## config.mk

```make
export PLATFORM = sky130hd
export DESIGN_NAME = pack_link_sched
export DESIGN_NICKNAME = d
export VERILOG_FILES = /design/src/rtl/pack_link_sched_pkg.sv /design/src/rtl/pack_link_sched_rr_arb2.sv /design/src/rtl/pack_link_sched.sv
export SDC_FILE = /design/constraint.sdc
export NUM_CORES = 1
export LEC_CHECK = 0
export BUFFER_PORTS_ARGS = -buffer_cell sky130_fd_sc_hd__buf_2
export CORE_UTILIZATION = 57
export DETAILED_ROUTE_END_ITERATION = 6
export HOLD_SLACK_MARGIN = 0.03
export PLACE_DENSITY = 0.8
export SLEW_MARGIN = 20
export SYNTH_ARGS = -nofsm -noshare
export SYNTH_HDL_FRONTEND = slang
export SYNTH_SLANG_ARGS = --single-unit
```

## constraint.sdc

```tcl
create_clock -name clk -period 4.21 [get_ports clk]
set_input_delay 0.421 -clock clk [delete_from_list [all_inputs] [get_ports clk]]
set_output_delay 0.421 -clock clk [all_outputs]
set_load 0.02 [all_outputs]
```

## src/rtl/pack_link_sched_pkg.sv

```systemverilog
// Shared definitions for the packet link scheduler: FSM state encodings
// and the fixed framing patterns of a 13-bit serial packet.
package pack_link_sched_pkg;

  typedef enum logic [2:0] {
    ST_IDLE = 3'd0,
    ST_HDR  = 3'd1,
    ST_CMD  = 3'd2,
    ST_DAT  = 3'd3,
    ST_TAIL = 3'd4,
    ST_GAP  = 3'd5
  } state_t;

  localparam logic [3:0] HDR_PAT  = 4'b0101;
  localparam logic [3:0] TAIL_PAT = 4'b1010;
  localparam int         PKT_LEN  = 13;

endpackage

```

## src/rtl/pack_link_sched_rr_arb2.sv

```systemverilog
// Two-way round-robin arbiter; the pointer names the requester that wins a tie
// and flips to the loser whenever a grant is taken.
module rr_arb2
  import pack_link_sched_pkg::*;
(
  input  logic       clk,
  input  logic       rst,
  input  logic [1:0] req,
  input  logic       take,
  output logic       valid,
  output logic       id
);

  logic ptr;

  assign valid = |req;

  always_comb begin
    id = req[1];
    if (req == 2'b11) begin
      id = ptr;
    end
  end

  always_ff @(posedge clk or negedge rst) begin
    if (!rst) begin
      ptr <= 1'b0;
    end else if (take) begin
      ptr <= ~id;
    end
  end

endmodule

```

## src/rtl/pack_link_sched.sv

```systemverilog
// Packet link scheduler: grants one of two requesters and serializes a framed
// packet (header, cmd, 4 data bits MSB first, tail), then idles GAP cycles.
module pack_link_sched
  import pack_link_sched_pkg::*;
#(
  parameter int GAP = 0
) (
  input  logic       clk,
  input  logic       rst,
  input  logic [1:0] req,
  input  logic       cmd_0,
  input  logic       cmd_1,
  input  logic [3:0] data_0,
  input  logic [3:0] data_1,
  output logic [1:0] ack,
  output logic       gnt_id,
  output logic       busy,
  output logic       en_out,
  output logic       data_out
);

  localparam logic [3:0] GAP_LAST = 4'((GAP == 0) ? 0 : GAP - 1);

  state_t     state, state_n;
  logic [1:0] bit_cnt, bit_cnt_n;
  logic [3:0] gap_cnt, gap_cnt_n;
  logic [4:0] pkt, pkt_n;
  logic [3:0] pkt_data;
  logic       gnt_id_n;
  logic       arb_valid, arb_id, take;

  rr_arb2 u_arb (
    .clk   (clk),
    .rst   (rst),
    .req   (req),
    .take  (take),
    .valid (arb_valid),
    .id    (arb_id)
  );

  assign busy     = (state != ST_IDLE);
  assign pkt_data = pkt[3:0];

  always_ff @(posedge clk or negedge rst) begin
    if (!rst) begin
      state   <= ST_IDLE;
      bit_cnt <= 2'd0;
      gap_cnt <= 4'd0;
      pkt     <= 5'd0;
      gnt_id  <= 1'b0;
    end else begin
      state   <= state_n;
      bit_cnt <= bit_cnt_n;
      gap_cnt <= gap_cnt_n;
      pkt     <= pkt_n;
      gnt_id  <= gnt_id_n;
    end
  end

  // Bits go out MSB first, so the 2-bit counter indexes each field with ~bit_cnt.
  always_comb begin
    state_n   = state;
    bit_cnt_n = bit_cnt;
    gap_cnt_n = gap_cnt;
    pkt_n     = pkt;
    gnt_id_n  = gnt_id;
    take      = 1'b0;
    ack       = 2'b00;
    en_out    = 1'b0;
    data_out  = 1'b0;
    case (state)
      ST_IDLE: begin
        if (arb_valid) begin
          take      = 1'b1;
          gnt_id_n  = arb_id;
          pkt_n     = arb_id ? {cmd_1, data_1} : {cmd_0, data_0};
          bit_cnt_n = 2'd0;
          state_n   = ST_HDR;
        end
      end
      ST_HDR: begin
        en_out    = 1'b1;
        data_out  = HDR_PAT[~bit_cnt];
        if (bit_cnt == 2'd0) begin
          ack[gnt_id] = 1'b1;
        end
        bit_cnt_n = bit_cnt + 2'd1;
        if (bit_cnt == 2'd3) begin
          state_n = ST_CMD;
        end
      end
      ST_CMD: begin
        en_out    = 1'b1;
        data_out  = pkt[4];
        bit_cnt_n = 2'd0;
        state_n   = ST_DAT;
      end
      ST_DAT: begin
        en_out    = 1'b1;
        data_out  = pkt_data[~bit_cnt];
        bit_cnt_n = bit_cnt + 2'd1;
        if (bit_cnt == 2'd3) begin
          state_n = ST_TAIL;
        end
      end
      ST_TAIL: begin
        en_out    = 1'b1;
        data_out  = TAIL_PAT[~bit_cnt];
        bit_cnt_n = bit_cnt + 2'd1;
        if (bit_cnt == 2'd3) begin
          gap_cnt_n = 4'd0;
          state_n   = (GAP == 0) ? ST_IDLE : ST_GAP;
        end
      end
      ST_GAP: begin
        gap_cnt_n = gap_cnt + 4'd1;
        if (gap_cnt == GAP_LAST) begin
          state_n = ST_IDLE;
        end
      end
      default: begin
        state_n = ST_IDLE;
      end
    endcase
  end

endmodule

```

# --- After elaboration in Yosys (flattened, before gate mapping) ---
# Index checks and enable logic that the tools add are counted.
op_classes:
  n_addsub: 2
  order_cmp: 3
  eq_ne: 12
  n_mux: 26
  n_bitwise: 2
  n_reduce_logical: 14
ops:
  columns: ["op", "n"]
  rows:
  - ["one-hot mux 3 bit (6 select lines)", 1]
  - ["2-to-1 mux 3 bit", 5]
  - ["inequality test 2 bit, second input constant", 5]
  - ["2-to-1 mux 1 bit", 8]
  - ["one-hot mux 4 bit (2 select lines)", 1]
  - ["binary-select mux 1 bit (select 2 bit)", 3]
  - ["== test 3 x 2 -> 1 bit, second input constant", 2]
  - ["== test 3 bit, second input constant", 2]
  - ["2-to-1 mux 2 bit", 3]
  - ["one-hot mux 2 bit (3 select lines)", 1]
  - ["AND reduction 2 bit", 3]
  - ["nonzero test 3 bit", 2]
  - ["2-to-1 mux 5 bit", 1]
  - ["AND reduction 5 bit", 1]
  - ["adder 4 x 1 -> 4 bit, second input constant", 1]
  - ["== test 2 bit, second input constant", 2]
  - ["zero test 4 bit", 1]
  - ["2-to-1 mux 4 bit", 1]
  - ["one-hot mux 1 bit (4 select lines)", 1]
  - ["OR reduction 4 bit", 1]
  - ["== test 3 x 1 -> 1 bit, second input constant", 1]
  - ["zero test 3 bit", 1]
  - ["less-than comparator 2 x 3 -> 1 bit, second input constant", 1]
  - ["OR reduction 3 bit", 1]
  - ["10 further kinds", 10]
word_totals:
  register_bits: 16
  output_inout_bits: 6

# --- Logic depth before layout (Yosys ltp) ---
# Gate-level depths: netlist of run 1.
logic_depth:
  word_depth: 6
  depth_mapped: 6
  mapped_depth_nobuf: 5

# --- Modules after synthesis ---
# From an unflattened synthesis of run 1, not the netlist that was laid out.
hier_totals:
  hier_cells: 97
  hier_area_um2: 1036.0
by_module_without_submodules:
  columns: ["module", "n_inst", "cells_each", "area_each_um2", "seq_area_each_um2"]
  rows:
  - ["pack_link_sched", 1, 91, 973.4, 375.4]
  - ["rr_arb2", 1, 6, 62.6, 25.0]

# --- Least setup slack after synthesis of run 1 ---
# No wires, ideal clock.
synth_path:
  path_kind: "reg-to-output"
  from: "reg bit_cnt[0]"
  to: "out data_out"
  arrival_ns: 1.456
  required_ns: 3.789
  path_slack_ns: 2.333
  stages_incl_launch_ff: 7
  n_path_buf: 1
  cell_sequence: "dfrtp_1 clkbuf_1 inv_1 ha_1 o21ai_1 o32a_1 a221oi_2"
synth_via:
  elab_chain_cells: 4
  word_cells_on_any_way: 8
synth_lines:
  columns: ["element", "line_no", "text"]
  rows:
  - ["start, declared", "pack_link_sched.sv:25", "logic [1:0] bit_cnt, bit_cnt_n;"]
  - ["start signal, assigned", "pack_link_sched.sv:53", "bit_cnt <= bit_cnt_n;"]
  - ["NOT 2 bit *", "pack_link_sched.sv:83, pack_link_sched.sv:100, pack_link_sched.sv:108", null]
  - ["binary-select mux 1 bit (select 2 bit), on equally long branches", "pack_link_sched.sv:108, pack_link_sched.sv:83, pack_link_sched.sv:100", null]
  - ["2-to-1 mux 1 bit, on equally long branches", "pack_link_sched.sv:108, pack_link_sched.sv:83, pack_link_sched.sv:100", null]
  - ["one-hot mux 1 bit (4 select lines) *", "pack_link_sched.sv:71", "case (state)"]
  - ["end, declared", "pack_link_sched.sv:19", "output logic data_out"]
# Mark *: on every way between the ends. The rest lies on a longest branch, timed or not. The select of a mux whose other input is x is not followed.

# --- Worst setup path in the final report of run 1 ---
layout_path:
  from: "reg state[0]"
  to: "out busy"
layout_via:
  elab_chain_cells: 1
layout_lines:
  columns: ["element", "line_no", "text"]
  rows:
  - ["start, declared", "pack_link_sched.sv:24", "state_t state, state_n;"]
  - ["start signal, assigned", "pack_link_sched.sv:52", "state <= state_n;"]
  - ["nonzero test 3 bit", "pack_link_sched.sv:41", "assign busy = (state != ST_IDLE);"]
  - ["end, declared", "pack_link_sched.sv:17", "output logic busy,"]
# No other way between the ends.

==> results of run 1 <==
==> layout by cell type (no fill, tap or decap), types with 2 or more instances in the layout <==
cell type and n:
sky130_fd_sc_hd__o32a_1 2, sky130_fd_sc_hd__nand3_1 6, sky130_fd_sc_hd__a22o_1 2, sky130_fd_sc_hd__mux2_2 3, sky130_fd_sc_hd__a21oi_1 10, sky130_fd_sc_hd__dfrtp_1 16
sky130_fd_sc_hd__a31oi_1 6, sky130_fd_sc_hd__buf_2 19, sky130_fd_sc_hd__nor2_1 6, sky130_fd_sc_hd__clkbuf_4 3, sky130_fd_sc_hd__o21ai_0 9, sky130_fd_sc_hd__a32oi_1 2
sky130_fd_sc_hd__inv_1 9, sky130_fd_sc_hd__xnor2_1 2, sky130_fd_sc_hd__nor2b_1 2, sky130_fd_sc_hd__nand2_1 2, sky130_fd_sc_hd__ha_1 5, sky130_fd_sc_hd__nor3b_1 2
==> stage by stage <==
step | instances | power, W | worst slack, ns
floorplan | 112 | 0.000616 | 2.33
global placement | 147 | 0.000695 | 2.33
finish | 151 | 0.000819 | 1.94
global route | 151 | 0.000879 | 1.83
detailed placement | 147 | 0.000717 | 2.30
CTS | 151 | 0.000823 | 1.97
==> cell usage after synthesis <==
library cell                instances
sky130_fd_sc_hd__buf_2              4
sky130_fd_sc_hd__nor3b_1            2
sky130_fd_sc_hd__inv_1              9
sky130_fd_sc_hd__o32a_1             2
sky130_fd_sc_hd__mux2i_1            1
sky130_fd_sc_hd__ha_1               5
sky130_fd_sc_hd__a31oi_1            6
sky130_fd_sc_hd__xnor2_1            2
sky130_fd_sc_hd__nand4b_1           1
sky130_fd_sc_hd__or2_2              1
sky130_fd_sc_hd__dfrtp_1           16
sky130_fd_sc_hd__nand2b_1           1
sky130_fd_sc_hd__nor3_1             1
sky130_fd_sc_hd__a221oi_2           1
sky130_fd_sc_hd__a22oi_1            1
sky130_fd_sc_hd__a21oi_1           10
sky130_fd_sc_hd__o22ai_1            1
sky130_fd_sc_hd__xor2_1             1
sky130_fd_sc_hd__o221ai_1           1
sky130_fd_sc_hd__clkbuf_2           1
sky130_fd_sc_hd__mux2_2             3
sky130_fd_sc_hd__o21ai_0            9
sky130_fd_sc_hd__nor2_1             6
sky130_fd_sc_hd__a22o_1             2
sky130_fd_sc_hd__clkbuf_1           2
sky130_fd_sc_hd__o21ai_1            1
sky130_fd_sc_hd__and3_1             1
sky130_fd_sc_hd__o32ai_1            1
sky130_fd_sc_hd__nand4bb_1          1
sky130_fd_sc_hd__nor2_2             1
sky130_fd_sc_hd__a32o_1             1
sky130_fd_sc_hd__nand3b_1           1
sky130_fd_sc_hd__nand3_1            6
sky130_fd_sc_hd__nor3_2             1
sky130_fd_sc_hd__buf_4              1
sky130_fd_sc_hd__a32oi_1            2
sky130_fd_sc_hd__a21o_1             1
sky130_fd_sc_hd__nand2_1            2
sky130_fd_sc_hd__o21a_1             1
sky130_fd_sc_hd__nor2b_1            2
==> cell families (layout without fill, tap and decap cells) <==
| kind of cell | after synthesis | after routing | share of synthesized area |
|---|---|---|---|
| AOI/OAI and AO/OA | 40 | 40 | 0.257 |
| and+or+nand+nor | 27 | 27 | 0.151 |
| buffers and inverters | 17 | 32 | 0.0720 |
| DFF | 16 | 16 | 0.390 |
| adders and majority gates | 5 | 5 | 0.0610 |
| muxes | 4 | 4 | 0.0427 |
| xor gates and xnor gates | 3 | 3 | 0.0256 |
==> registers in the layout (all words and copies together) (netlist names) <==
register,flops
gnt_id,1
u_arb.ptr,1
pkt,5
state,3
gap_cnt,4
bit_cnt,2
==> critical path: cells and delay by family, from the launching register on <==
kind	cells	cell delay [ns]
flip-flops	1	0.59
AND/OR/NAND/NOR	1	0.61
buffers and inverters	2	0.37
==> worst min-delay path by stage <==
stage	slack (ns)	to	depth (start not counted)
2_1_floorplan	0.13	bit_cnt[0]	0
3_3_place_gp	0.35	gap_cnt[1]	1
3_5_place_dp	0.36	pkt[1]	1
4_1_cts	0.04	pkt[1]	1
5_1_grt	0.06	gap_cnt[0]	1
6_report	0.03	pkt[1]	1
==> power by group through the flow <==
| stage | sequential, W | clock (W) | combinational, W |
|---|---|---|---|
| 4_1_cts | 0.000327 | 0.000107 | 0.000389 |
| 3_5_place_dp | 0.000330 | 0 | 0.000386 |
| 3_3_place_gp | 0.000326 | 0 | 0.000369 |
| 2_1_floorplan | 0.000269 | 0 | 0.000347 |
| 5_1_grt | 0.000342 | 0.000110 | 0.000427 |
| 6_report | 0.000330 | 0.000103 | 0.000385 |
==> final cells by class <==
cell class	instances	area (um2)
well taps	24	30.0
inverters	9	33.8
flip-flops and latches	16	400
clock buffers	4	36.3
multi-input cells	79	552
repair buffers	19	95.1
fillers	118	447
==> metal layers <==
layer  wire (um)  share of wire
met5           0              0
met3          79          0.036
met2        1020           0.47
met4          25          0.012
met1        1040           0.48
==> impl_metrics.py, run 1 <==
metrics = {
    "cells_and_area": {
        "utilization": 0.720,
        "final_nets": 147,
        "syn2layout_area_growth_pct": 11.8,
        "layout-drive-gt1-share": 0.236,
        "fin_area_um2": 1150,
        "antenna_cells": 0,
    },
    "drt": {
        "finalWirelength_mm": 2.17,
        "detailedRoute.firstPassIterationCount": 4,
        "drt_drc_violations_left": 0,
        "vias_per_std_cell": 6.04,
        "dr.first_iter.drc_count": 19,
        "wl_per_cell_um": 14.4,
        "detail-route-antenna-nets": 0,
        "count_of_vias_placed_by_the_detailed_router": 912,
    },
    "setup_path": {
        "criticalPathCategory": "reg -> out",
        "ff2ff_setup_slack_ns": 2.30,
        "worstSetupStartpointType": "flop",
        "cp.required_ns": 3.79,
        "timing.critical_path.slowest_cell_delay_ns": 0.61,
        "r2r_start": "state[0]",
        "worst_path_cell_chain": "nor3_2, inv_1, buf_2",
        "timing.critical_path.slowest_stage_cell": "sky130_fd_sc_hd__nor3_2",
        "critical_path.reg2reg.endpoint": "gnt_id",
        "timing.critical_path.arrival_ns": 1.85,
        "endpoint_kind": "output pin",
        "worst-path-max-fanout": 19,
        "critPathCapture": "busy",
        "crit_start": "state[0]",
        "rr_worst_depth": 4,
    },
    "timing": {
        "report.final.slew_viol_count": 0,
        "skew_ns": 0.000895,
        "finalSetupTns_ns": 0,
        "max_slew_margin": 0.595,
        "fin_worst_hold_slack_ns": 0.0309,
        "final_period_utilization": 0.539,
        "achievable-frequency_ghz": 0.440,
        "final_hold_viol_count": 0,
        "worstMarginPinSlew_ns": 0.604,
        "rsz0062_at_grt": "false",
        "final_period_minus_worst_setup_slack_ns": 2.27,
        "timing.final.setup_violations": 0,
    },
    "clock_tree": {
        "numCtsBuffers": 3,
        "post_cts_buffers": 0,
        "insertion_delay_ns": 0.28,
        "clk_root_buffer_cell": "sky130_fd_sc_hd__clkbuf_4",
        "cts-resized-gates": 0,
        "cts_hold_buffers": 0,
        "cts_num_sinks": 16,
        "cts-htree-levels": 1,
        "cts_tree": "yes",
        "worst_setup_hold_path_clk_slew_ns": 0.10,
        "cts-root-to-sink-buffers": 2,
    },
    "global_routing": {
        "first_global_vias": 811,
        "globalRoute.totalOverflow": 0,
        "initial_antenna_violation_count": 0,
        "global_route.usage.met1": 0.368,
        "grt_use_met2": 0.400,
        "track_usage": 0.259,
        "grt_pass1_wl_mm": 3.71,
        "grt_use_met3": 0.0367,
        "grt_max_degree": 20,
        "grt-busiest-layer": "met2",
    },
    "placed_design": {
        "count_of_port_buffers_added_during_placement": 19,
        "dp_hpwl_mm": 1.62,
        "globalplace.congestion": 0.860,
        "dpl_cell_area_um2": 1110,
    },
    "floorplan": {
        "core.rowCount": 14,
        "placeableCoreArea_um2": 1590,
        "ioPinCount": 20,
        "die_h_um": 44.4,
        "die_outline_area_um2": 1970,
        "die_w_um": 44.4,
        "initial_core_util": 0.644,
    },
    "logic_synthesis": {
        "synthTopCellsByArea": "sky130_fd_sc_hd__dfrtp_1 39%, sky130_fd_sc_hd__ha_1 6.1%, sky130_fd_sc_hd__a21oi_1 4.9%",
        "ys_seq_area_frac": 0.390,
        "mappedNetlistNets": 131,
        "yosys_warnings": 0,
        "syn_inst": 112,
        "mappedNetlistArea_um2": 1030,
        "ys_types": 40,
        "area_leader_netlist": "sky130_fd_sc_hd__dfrtp_1",
        "avgSynthCellArea_um2": 9.16,
        "yosysTopAreaCellShare": 0.390,
        "ys_seq_elements": 16,
    },
    "power": {
        "total_power_divided_by_cell_area_nw_per_um2": 713,
        "intPower_w": 0.000453,
        "max-vdd-ir-drop_mv": 0.465,
        "power.share.clock": 0.126,
        "p_sw_w": 0.000365,
        "power.static_leakage_nw": 0.490,
        "power.share.combinational": 0.471,
        "p_sw_frac": 0.446,
        "share_seq_of_total_power": 0.403,
    },
    "outcome": {
        "outcome": "finished clean",
    },
    "worst_hold_path": {
        "hold_class": "in -> async",
    },
    "run": {
        "drv.max_cap_violation_count": 0,
    },
}
No activity file was read; power rests on OpenSTA's default activity.
==> inputs of run 2 (changes only) <==
- CORE_UTILIZATION: 57 -> 53
- PLACE_DENSITY: 0.8 -> 0.75
- clock period: 4.21 -> 2.1 ns (I/O delays scaled with it)
==> impl_metrics.py, run 2 (synthesis gave the netlist of run 1 again) <==
metrics = {
    "cells_and_area": {
        "antenna_cells": 0,
        "final_nets": 149,
        "top_regs": "pkt x5, gap_cnt x4, state x3",
        "final_cell_count_no_fill": 154,
        "layout-drive-gt1-share": 0.248,
        "fin_area_um2": 1170,
        "area.sequential_um2": 402,
        "multi_input_area_um2": 552,
        "regMostFlops": "pkt",
        "fillers": 162,
        "commonest_non_fill_non_tap_cells_in_the_layout": "19 x sky130_fd_sc_hd__buf_2, 15 x sky130_fd_sc_hd__dfrtp_1, 10 x sky130_fd_sc_hd__a21oi_1",
        "utilization": 0.662,
        "syn2layout_area_growth_pct": 13.8,
        "flip_flop_count_of_the_largest_register_all_copies_and_words_added": 5,
        "final_common_cell": "sky130_fd_sc_hd__buf_2",
    },
    "setup_path": {
        "worst-path-max-fanout": 8,
        "worstSetupStartpointType": "flop",
        "critical_path.reg2reg.endpoint": "bit_cnt[1]",
        "timing.critical_path.arrival_ns": 1.75,
        "criticalPathCategory": "reg -> out",
        "ff2ff_setup_slack_ns": 0.57,
        "rr_worst_depth": 5,
        "r2r_start": "bit_cnt[1]",
        "cp.required_ns": 1.89,
        "endpoint_kind": "output pin",
    },
    "global_routing": {
        "grt_max_degree": 20,
        "grt_pass1_wl_mm": 3.42,
        "first_global_vias": 785,
        "track_usage": 0.231,
        "initial_antenna_violation_count": 0,
        "globalRoute.totalOverflow": 0,
    },
    "timing": {
        "final_hold_viol_count": 0,
        "achievable-frequency_ghz": 0.509,
        "skew_ns": 0.00332,
        "rsz0062_at_grt": "false",
        "fin_worst_hold_slack_ns": 0.190,
        "final_period_minus_worst_setup_slack_ns": 1.96,
        "worstMarginPinSlew_ns": 0.559,
        "report.final.slew_viol_count": 0,
        "max_slew_margin": 0.628,
        "final_period_utilization": 0.936,
        "finalSetupTns_ns": 0,
        "timing.final.setup_violations": 0,
    },
    "clock_tree": {
        "cts-root-to-sink-buffers": 2,
        "worst_setup_hold_path_clk_slew_ns": 0.10,
        "numCtsBuffers": 3,
        "cts-htree-levels": 1,
        "cts_tree": "yes",
        "insertion_delay_ns": 0.29,
        "post_cts_buffers": 0,
        "clk_root_buffer_cell": "sky130_fd_sc_hd__clkbuf_4",
        "cts_num_sinks": 16,
    },
    "worst_hold_path": {
        "hp-start": "cmd_1",
        "hold_path_end": "pkt[4]",
        "hold-path-cell-count": 3,
        "hold_class": "in -> reg",
    },
    "power": {
        "total_power_divided_by_cell_area_nw_per_um2": 1390,
        "power.static_leakage_nw": 0.499,
        "power.share.clock": 0.129,
        "p_sw_frac": 0.436,
        "p_sw_w": 0.000710,
        "share_seq_of_total_power": 0.403,
        "max-vdd-ir-drop_mv": 0.960,
        "power.share.combinational": 0.469,
        "intPower_w": 0.000917,
    },
    "floorplan": {
        "core.rowCount": 15,
        "die_outline_area_um2": 2120,
        "initial_core_util": 0.582,
        "ioPinCount": 20,
        "placeableCoreArea_um2": 1760,
        "die_h_um": 46.0,
        "die_w_um": 46.0,
    },
    "placed_design": {
        "globalplace.congestion": 0.794,
        "count_of_port_buffers_added_during_placement": 19,
        "dp_hpwl_mm": 1.51,
        "dp_cells": 149,
        "dpl_cell_area_um2": 1120,
    },
    "drt": {
        "vias_per_std_cell": 5.98,
        "count_of_vias_placed_by_the_detailed_router": 921,
        "detailedRoute.firstPassIterationCount": 4,
        "finalWirelength_mm": 2.09,
        "dr.first_iter.drc_count": 25,
        "drt_drc_violations_left": 0,
        "detail-route-antenna-nets": 0,
        "wl_per_cell_um": 13.6,
    },
    "outcome": {
        "outcome": "finished clean",
    },
    "run": {
        "drv.max_cap_violation_count": 0,
    },
}
[run 2: cell count changes in the layout (fill, tap and decap cells not counted)]
cell                            delta
sky130_fd_sc_hd__dfrtp_2           +1
sky130_fd_sc_hd__buf_4             +1
sky130_fd_sc_hd__dfrtp_1           -1
sky130_fd_sc_hd__dlygate4sd3_1     +1
[run 2: worst max-delay path by stage]
stage	from	end	slack (ns)	depth (start not counted)
3_5_place_dp	bit_cnt[0]	data_out	0.43	6
4_1_cts	bit_cnt[0]	data_out	0.09	6
6_report	bit_cnt[1]	data_out	0.14	6
2_1_floorplan	bit_cnt[0]	data_out	0.43	6
3_3_place_gp	bit_cnt[0]	data_out	0.48	6
5_1_grt	bit_cnt[0]	data_out	0.03	6
[run 2: layout make-up]
type / instances / area share
clock buffer: 4 / 0.0311
inverter: 9 / 0.0289
multi-input combinational: 79 / 0.473
sequential: 16 / 0.344
tap: 25 / 0.0268
timing repair buffer: 21 / 0.0965
[run 2: repair_timing]
item,CTS,global route
hold buffers,1,0
endpoints found under the setup margin,0,1
hold endpoints to repair,16,0
resized for setup,0,1
[run 2: layer usage]
layer  up-vias  share of wire  GRT usage
li1        446              -          -
met1       445           0.49      0.311
met2        26           0.45      0.358
met3         4          0.050     0.0437
met4         0         0.0096     0.0941
met5         -              0          0
[run 2: stage by stage]
stage / power [W] / setup slack, ns
2_1_floorplan: 0.00124 / 0.434
3_3_place_gp: 0.00139 / 0.483
3_5_place_dp: 0.00141 / 0.429
4_1_cts: 0.00163 / 0.0921
5_1_grt: 0.00176 / 0.0266
6_report: 0.00163 / 0.135
[run 2: critical path: stages, from the launching register on]
cell	delay [ns]
sky130_fd_sc_hd__dfrtp_1	0.49
sky130_fd_sc_hd__inv_1	0.09
sky130_fd_sc_hd__ha_1	0.16
sky130_fd_sc_hd__o21ai_1	0.06
sky130_fd_sc_hd__o32a_1	0.32
sky130_fd_sc_hd__a221oi_2	0.16
sky130_fd_sc_hd__buf_2	0.19
[run 2: power by group through the flow]
stage / clock (W) / combinational, W / sequential (W)
3_3_place_gp: 0 / 0.000739 / 0.000649
4_1_cts: 0.000214 / 0.000767 / 0.000650
3_5_place_dp: 0 / 0.000757 / 0.000654
2_1_floorplan: 0 / 0.000696 / 0.000539
5_1_grt: 0.000226 / 0.000857 / 0.000680
6_report: 0.000209 / 0.000763 / 0.000655
